<file path="config.mk">
export PLATFORM = sky130hd
export DESIGN_NAME = led_row_scroller
export DESIGN_NICKNAME = d
export VERILOG_FILES = /design/src/rtl/led_row_scroller.sv
export SDC_FILE = /design/constraint.sdc
export NUM_CORES = 1
export LEC_CHECK = 0
export BUFFER_PORTS_ARGS = -buffer_cell sky130_fd_sc_hd__buf_2
export CORE_ASPECT_RATIO = 0.8
export CORE_MARGIN = 2
export CORE_UTILIZATION = 45
export DETAILED_ROUTE_END_ITERATION = 10
export PLACE_DENSITY = 0.74
export REMOVE_ABC_BUFFERS = 1
export SYNTH_ARGS = -nofsm -noshare
export SYNTH_HDL_FRONTEND = slang
export SYNTH_SLANG_ARGS = --single-unit
</file>
<file path="constraint.sdc">
create_clock -name clock -period 1.66 [get_ports clock]
set_input_delay 0.083 -clock clock [delete_from_list [all_inputs] [get_ports clock]]
set_output_delay 0.083 -clock clock [all_outputs]
set_load 0.02 [all_outputs]
</file>
<file path="src/rtl/led_row_scroller.sv">
// led_row_scroller
// Scrolling obstacle buffer for the LED matrix. DEPTH rows of WIDTH bits
// advance one row per shift strobe, either taking a fresh row from the row
// generator or recirculating the bottom row to the top. Each row carries a
// valid bit. The bottom (player) row is checked against the player mask, and
// the first overlap is latched as a sticky collision with its mask.
module led_row_scroller #(
  parameter int WIDTH = 32,
  parameter int DEPTH = 4,
  parameter int CW    = $clog2(DEPTH + 1)
) (
  input  logic                   clock,
  input  logic                   aclr,
  input  logic                   shift_en,
  input  logic                   rotate,
  input  logic                   clear,
  input  logic [WIDTH-1:0]       load_row,
  input  logic [WIDTH-1:0]       play_leds,
  output logic [WIDTH*DEPTH-1:0] rows_out,
  output logic [DEPTH-1:0]       row_valid,
  output logic [WIDTH-1:0]       bottom_row,
  output logic [CW-1:0]          fill_count,
  output logic                   collision,
  output logic [WIDTH-1:0]       collision_mask
);

  logic [WIDTH-1:0] rows_q [DEPTH];
  logic [DEPTH-1:0] valid_q;
  logic [CW-1:0]    fill_q;
  logic             collision_q;
  logic [WIDTH-1:0] mask_q;

  logic [WIDTH-1:0] overlap;
  logic             hit;

  // Overlap of the registered bottom row with the live player mask; an
  // invalid bottom row can never hit, whatever bits it holds.
  assign overlap = rows_q[DEPTH-1] & play_leds;
  assign hit     = valid_q[DEPTH-1] & (|overlap);

  // Row chain, valid tracking, fill count and sticky collision capture.
  // Priority is clear over shift over hold; the collision check runs
  // alongside the shift and sees the pre-shift bottom row.
  always_ff @(posedge clock or negedge aclr) begin
    if (!aclr) begin
      // NOTE: the row storage is reset on purpose: the matrix driver shows
      // rows_out directly, so stale rows after reset would be visible.
      for (int k = 0; k < DEPTH; k++) rows_q[k] <= '0;
      valid_q     <= '0;
      fill_q      <= '0;
      collision_q <= 1'b0;
      mask_q      <= '0;
    end else if (clear) begin
      for (int k = 0; k < DEPTH; k++) rows_q[k] <= '0;
      valid_q     <= '0;
      fill_q      <= '0;
      collision_q <= 1'b0;
      mask_q      <= '0;
    end else begin
      if (shift_en) begin
        // NOTE: non-blocking assignments make every stage read the old value
        // of its neighbour, so the whole chain moves exactly one row.
        for (int k = 1; k < DEPTH; k++) begin
          rows_q[k]  <= rows_q[k-1];
          valid_q[k] <= valid_q[k-1];
        end
        if (rotate) begin
          rows_q[0]  <= rows_q[DEPTH-1];
          valid_q[0] <= valid_q[DEPTH-1];
        end else begin
          rows_q[0]  <= load_row;
          valid_q[0] <= 1'b1;
          if (fill_q != CW'(DEPTH)) fill_q <= fill_q + CW'(1);
        end
      end
      // Only the first collision is recorded; the mask then stays frozen.
      if (hit && !collision_q) begin
        collision_q <= 1'b1;
        mask_q      <= overlap;
      end
    end
  end

  // Flatten the row array onto the output bus, row k at [k*WIDTH +: WIDTH].
  always_comb begin
    rows_out = '0;
    for (int k = 0; k < DEPTH; k++) rows_out[k*WIDTH +: WIDTH] = rows_q[k];
  end

  assign row_valid      = valid_q;
  assign bottom_row     = rows_q[DEPTH-1];
  assign fill_count     = fill_q;
  assign collision      = collision_q;
  assign collision_mask = mask_q;

endmodule

</file>
## Word level (Yosys, flattened, before mapping)

Cells that the tools add are included.

| storage, ports and cells | value |
|---|---|
| flip-flop bits (word level) | 168 |
| input bits | 69 |
| output and inout bits | 200 |
| logic and storage cells | 34 |

| operators by class | value |
|---|---|
| $add $sub $neg | 1 |
| equality and inequality tests | 2 |
| multiplexer cells | 14 |
| bitwise gates (word level) | 2 |
| reduce and logical (&&, ||, !) cells | 7 |

Operators with widths:

| cell | number |
|---|---|
| $mux W128 | 2 |
| $mux W32 | 3 |
| $and A32 B32 Y32 | 1 |
| $reduce_or A32 Y1 | 1 |
| $mux W3 | 4 |
| $mux W4 | 2 |
| $reduce_bool A2 Y1 | 3 |
| $add A3 B1 Y3 const B | 1 |
| $mux W1 | 3 |
| $ne A3 B3 Y1 const B | 1 |
| $reduce_and A3 Y1 | 1 |
| $ne A2 B1 Y1 const B | 1 |
| $and A1 B1 Y1 | 1 |
| $logic_and A1 B1 Y1 | 1 |
| $logic_not A1 Y1 | 1 |

## Depth between registers and ports, before layout

| depth | value |
|---|---|
| word-level depth | 6 |
| depth in mapped cells | 7 |
| mapped depth without buffers | 6 |

## Worst setup path after synthesis

OpenSTA, ideal clock, no wires.

| timing path | value |
|---|---|
| path type | flip-flop to flip-flop |
| from | register rows_q, in the netlist bottom_row[12] |
| to | register collision_q (netlist: collision) |
| library setup time | 0.118 ns |
| arrival time | 1.767 ns |
| required time | 1.542 ns |
| setup slack | -0.225 ns |
| cell stages (with the launch flop) | 8 |
| buffers on the path | 2 |
| period minus slack after synthesis | 1.885 ns |
| cells stage by stage | dfrtp_1 > a22oi_1 > nand4_1 > or4_1 > buf_6 > buf_6 > a21oi_1 > nor2_1 |

| on the way | value |
|---|---|
| cells in the longest elaborated chain, start to end | 5 |

Ends and longest elaborated chain:

| item | RTL line | text |
|---|---|---|
| start: declaration | 27 | `logic [WIDTH-1:0] rows_q [DEPTH];` |
| start signal: indexed assignment | 64 | `rows_q[k] <= rows_q[k-1];` |
| $and A32 B32 Y32 | 38 | `assign overlap = rows_q[DEPTH-1] & play_leds;` |
| $reduce_or A32 Y1 | 39 | `assign hit = valid_q[DEPTH-1] & (\|overlap);` |
| $and A1 B1 Y1 | 39 |  |
| $logic_and A1 B1 Y1 | 77 | `if (hit && !collision_q) begin` |
| $reduce_bool A2 Y1 (no line) | -- |  |
| end signal: assignment | 51 | `collision_q <= 1'b0;` |
| end signal: assignment | 57 | `collision_q <= 1'b0;` |
| end signal: assignment | 78 | `collision_q <= 1'b1;` |
| end: declaration | 30 | `logic collision_q;` |

No other way between the ends.
A chain may end at the register's enable or synchronous reset.

## Worst setup path in the final report

| timing path | value |
|---|---|
| from | register rows_q, in the netlist bottom_row[26] |
| to | register mask_q[25] (netlist: collision_mask[25]) |

| on the way | value |
|---|---|
| cells in the longest elaborated chain, start to end | 5 |

Ends and longest elaborated chain:

| item | RTL line | text |
|---|---|---|
| $and A32 B32 Y32 | 38 |  |
| $reduce_or A32 Y1 | 39 |  |
| $and A1 B1 Y1 | 39 |  |
| $logic_and A1 B1 Y1 | 77 |  |
| $reduce_bool A2 Y1 (no line) | -- |  |
| end signal: assignment | 79 | `mask_q <= overlap;` |
| end: declaration | 31 | `logic [WIDTH-1:0] mask_q;` |

No other way between the ends.

==> summary.txt <==
Outcome
  – Status: complete, but fails checks
  – Failing checks: negative setup slack

Place
  – Post-DP HPWL: roughly 15,000 µm
  – Routability cong.: 0.7935
  – Port bufs: 268
  – Placed cell count: around 1,200

STA
  – Hold Fails Final Rpt: 0
  – Final TNS setup: -7727 ps
  – Max Slew Vio Count: 0
  – Worst Hold Slack: approximately 13 ps
  – Max Fclk: between 500 and 600 MHz
  – Minimum clock period after layout: ~1900 ps
  – Max transition margin: 64.92%
  – Worst setup margin: -253.2 ps
  – Period utilisation layout: 115.3%
  – Final setup viols: 33
  – RSZ-0062 raised after global routing: true
  – Final Skew: between 10 and 15 ps
  – Slew @ Worst Pin: roughly 530 ps

Cells and area
  – Finished Layout Cells: about 1,200
  – Commonest non-fill, non-tap cell in the layout: buf_2
  – Fin util: between 60% and 70%
  – Most frequent cells in the layout: buf_2 (265), dfrtp_1 (168), nor2_1 (136)
  – Share of layout cells above drive strength 1: between 40% and 50%
  – Number of diodes: 0
  – Fin nets: 1,078
  – Area growth, synth to finish: 39.90%

Detailed routing
  – DR iter-0 viols: between 300 and 400
  – Remaining DRCs: 0
  – Remaining antenna violation count: 0
  – Vias per cell: between 5 and 6
  – Routed vias: roughly 6,500
  – DR pass1 iterations: 7
  – Post-Route WL: approximately 22,000 µm
  – WL per Instance: 17.70 µm

Global route
  – First-pass GRT wire length: 34,220 µm
  – Antenna violations before repair: 1
  – Total global-route track usage: around a quarter
  – Vias in the first global route: 6,337
  – Congestion Overflow GR: 0
  – Largest net degree at the start of global routing: 64

Floorplanning
  – Die Span Y: around 120 µm
  – Site row count: 42
  – Die width: ~150 µm
  – Boundary Pins: between 200 and 300
  – Die area: ~0.018 mm²
  – Initial Util: 46.13%
  – Core area: roughly 0.017 mm²

Critical path
  – Required @ worst endpoint: a little under 2000 ps
  – CP delay by family, top: simple AND/OR/NAND/NOR gates
  – Arr. time, crit path: roughly 2200 ps
  – CP Capture Type: flop
  – Slowest cell delay on critical path: roughly 590 ps
  – R2r endpoint: collision_mask[25]$_DFFE_PN0P_
  – CP Launch Type: flop
  – R2R depth: 6
  – Setup CP Type: reg2reg
  – Setup slack, reg-to-reg: -250 ps
  – CP dominant cell by count: nand4_1
  – Worst-path cell chain: a22oi_2, nand4_1, or4_4, buf_12, nand4_1, a21oi_2
  – CP Max Fanout: 17
  – FF-to-FF Start: bottom_row[26]$_DFFE_PN0P_
  – Slowest-stage cell, CP: or4_4
  – Worst path bufs/invs: 1

Power and ir drop
  – LEAKAGE: 5.782 nW
  – Pwr dens: ~900 mW/mm²
  – VDD IR max: 0.6896 mV
  – Pwr Total: 9.621 mW

Logic synthesis
  – Compound-gate portion of the synthesized area: a little under a tenth
  – Avg Cell Area, Syn: between 10 and 15 µm²
  – Sequential element share of the synthesized area: between 50% and 60%
  – Syn. warnings: 0
  – Synth Area in Simple Gates: 10.01%
  – Post-synthesis mux area share: around 17%
  – Synth Register Bits: between 150 and 200
  – Adder-Cell Fraction of Synth Area: less than 1%
  – Mapped Area: about 0.0076 mm²
  – Post-synth cell types: 25
  – Main combinational cell family by area after synthesis: multiplexers
  – Synth Area in XOR/XNOR: less than 1%
  – Syn Inst Count: approximately 690

Hold path
  – Hold Path End: rows_out[21]$_DFFE_PN0P_
  – Worst min path class: in2reg
  – Min-Delay Path Depth: 3
  – Hold Startpoint: load_row[21]

Clock network
  – Root Driver: clkbuf_16
  – CTS buffer count: 17
  – Clk_lat worst skew: 420 ps
  – Clk sinks: ~170
  – Clock Tree Buf Depth: 2
  – Max H-tree Level: 4
  – Clock transition at path regs: 60 ps
  – CTS tree: yes

Flow run
  – Max_cap viols: 0
## cell type report
class / instances / area, µm²
fillers: 1356 / 5871
well taps: 220 / 275.3
clock inverters: 9 / 136.4
multi-input cells: 428 / 3022
inverters: 4 / 15.01
repair buffers: 388 / 2552
flip-flops and latches: 168 / 4204
clock buffers: 23 / 478.0
## synth_stat cells, drive strengths merged
cell type | count | area share [%]
ha | 2 | 0.33
a22oi | 16 | 1.6
o21ai | 32 | 2.1
clkbuf | 34 | 2.9
buf | 53 | 4.7
nand4 | 36 | 2.9
a311oi | 1 | 0.11
inv | 4 | 0.20
mux2i | 132 | 17
nand2 | 1 | 0.049
xor2 | 1 | 0.11
a21oi | 33 | 2.2
a211oi | 33 | 3.2
or4 | 1 | 0.098
xnor2 | 1 | 0.11
nor2 | 137 | 6.7
dfrtp | 168 | 55
or2b | 1 | 0.098
nor4 | 1 | 0.082
## stage by stage
step	worst slack, ps	instance area, µm²
detailed placement	-407.2	9330
CTS	-282.7	10460
global route	-361.7	10680
global placement	-386.1	9330
floorplan	-1571	7054
finish	-253.2	10680
## metal layers
metal,wire [µm],GRT usage (%),vias up
met1,9687,33.39,3232
met4,196,5.238,0
li1,-,-,3049
met5,0,0,-
met2,10580,39.31,236
met3,1490,6.038,18
## what timing repair did
action,in CTS,in global routing
endpoints found under the setup margin,33,33
gates cloned,2,0
gates resized for setup,19,70
endpoints found under the hold margin,133,1
hold buffers,44,1
pin swaps,9,40
setup buffers,1,3
## cell families (layout without fill, tap and decap cells)
| kind of cell | count (synthesis) | after routing |
|---|---|---|
| AND/OR/NAND/NOR | 177 | 177 |
| multiplexers | 132 | 132 |
| XOR/XNOR | 2 | 2 |
| flip-flops | 168 | 168 |
| adder cells (fa/ha/maj) | 2 | 2 |
| buffers and inverters | 91 | 424 |
| AO/OA/AOI/OAI | 115 | 115 |
## how the worst max path moves through the flow
stage | cells after the start | from | endpoint | slack (ps)
2_1_floorplan | 5 | bottom_row[12]$_DFFE_PN0P_ | collision_mask[0]$_DFFE_PN0P_ | -1570
3_3_place_gp | 6 | bottom_row[26]$_DFFE_PN0P_ | collision$_DFFE_PN0P_ | -390
3_5_place_dp | 7 | bottom_row[26]$_DFFE_PN0P_ | collision_mask[31]$_DFFE_PN0P_ | -410
4_1_cts | 6 | bottom_row[24]$_DFFE_PN0P_ | collision$_DFFE_PN0P_ | -280
5_1_grt | 8 | bottom_row[20]$_DFFE_PN0P_ | collision_mask[15]$_DFFE_PN0P_ | -360
6_report | 6 | bottom_row[26]$_DFFE_PN0P_ | collision_mask[25]$_DFFE_PN0P_ | -250
## report_power, final
| part | internal (mW) | switching [mW] |
|---|---|---|
| clock | 2.51 | 1.63 |
| combinational | 0.506 | 0.702 |
| sequential | 4.19 | 0.0807 |
## worst min-delay path, cell delays in order
cell and delay (ps):
buf_2 100, mux2i_1 120, a211oi_1 80
## sequential cells by signal, indices dropped and copies added (netlist names)
name and count:
rows_out 96, row_valid 4, collision 1, collision_mask 32
fill_count 3, bottom_row 32
(Power assumes the default switching activity.)
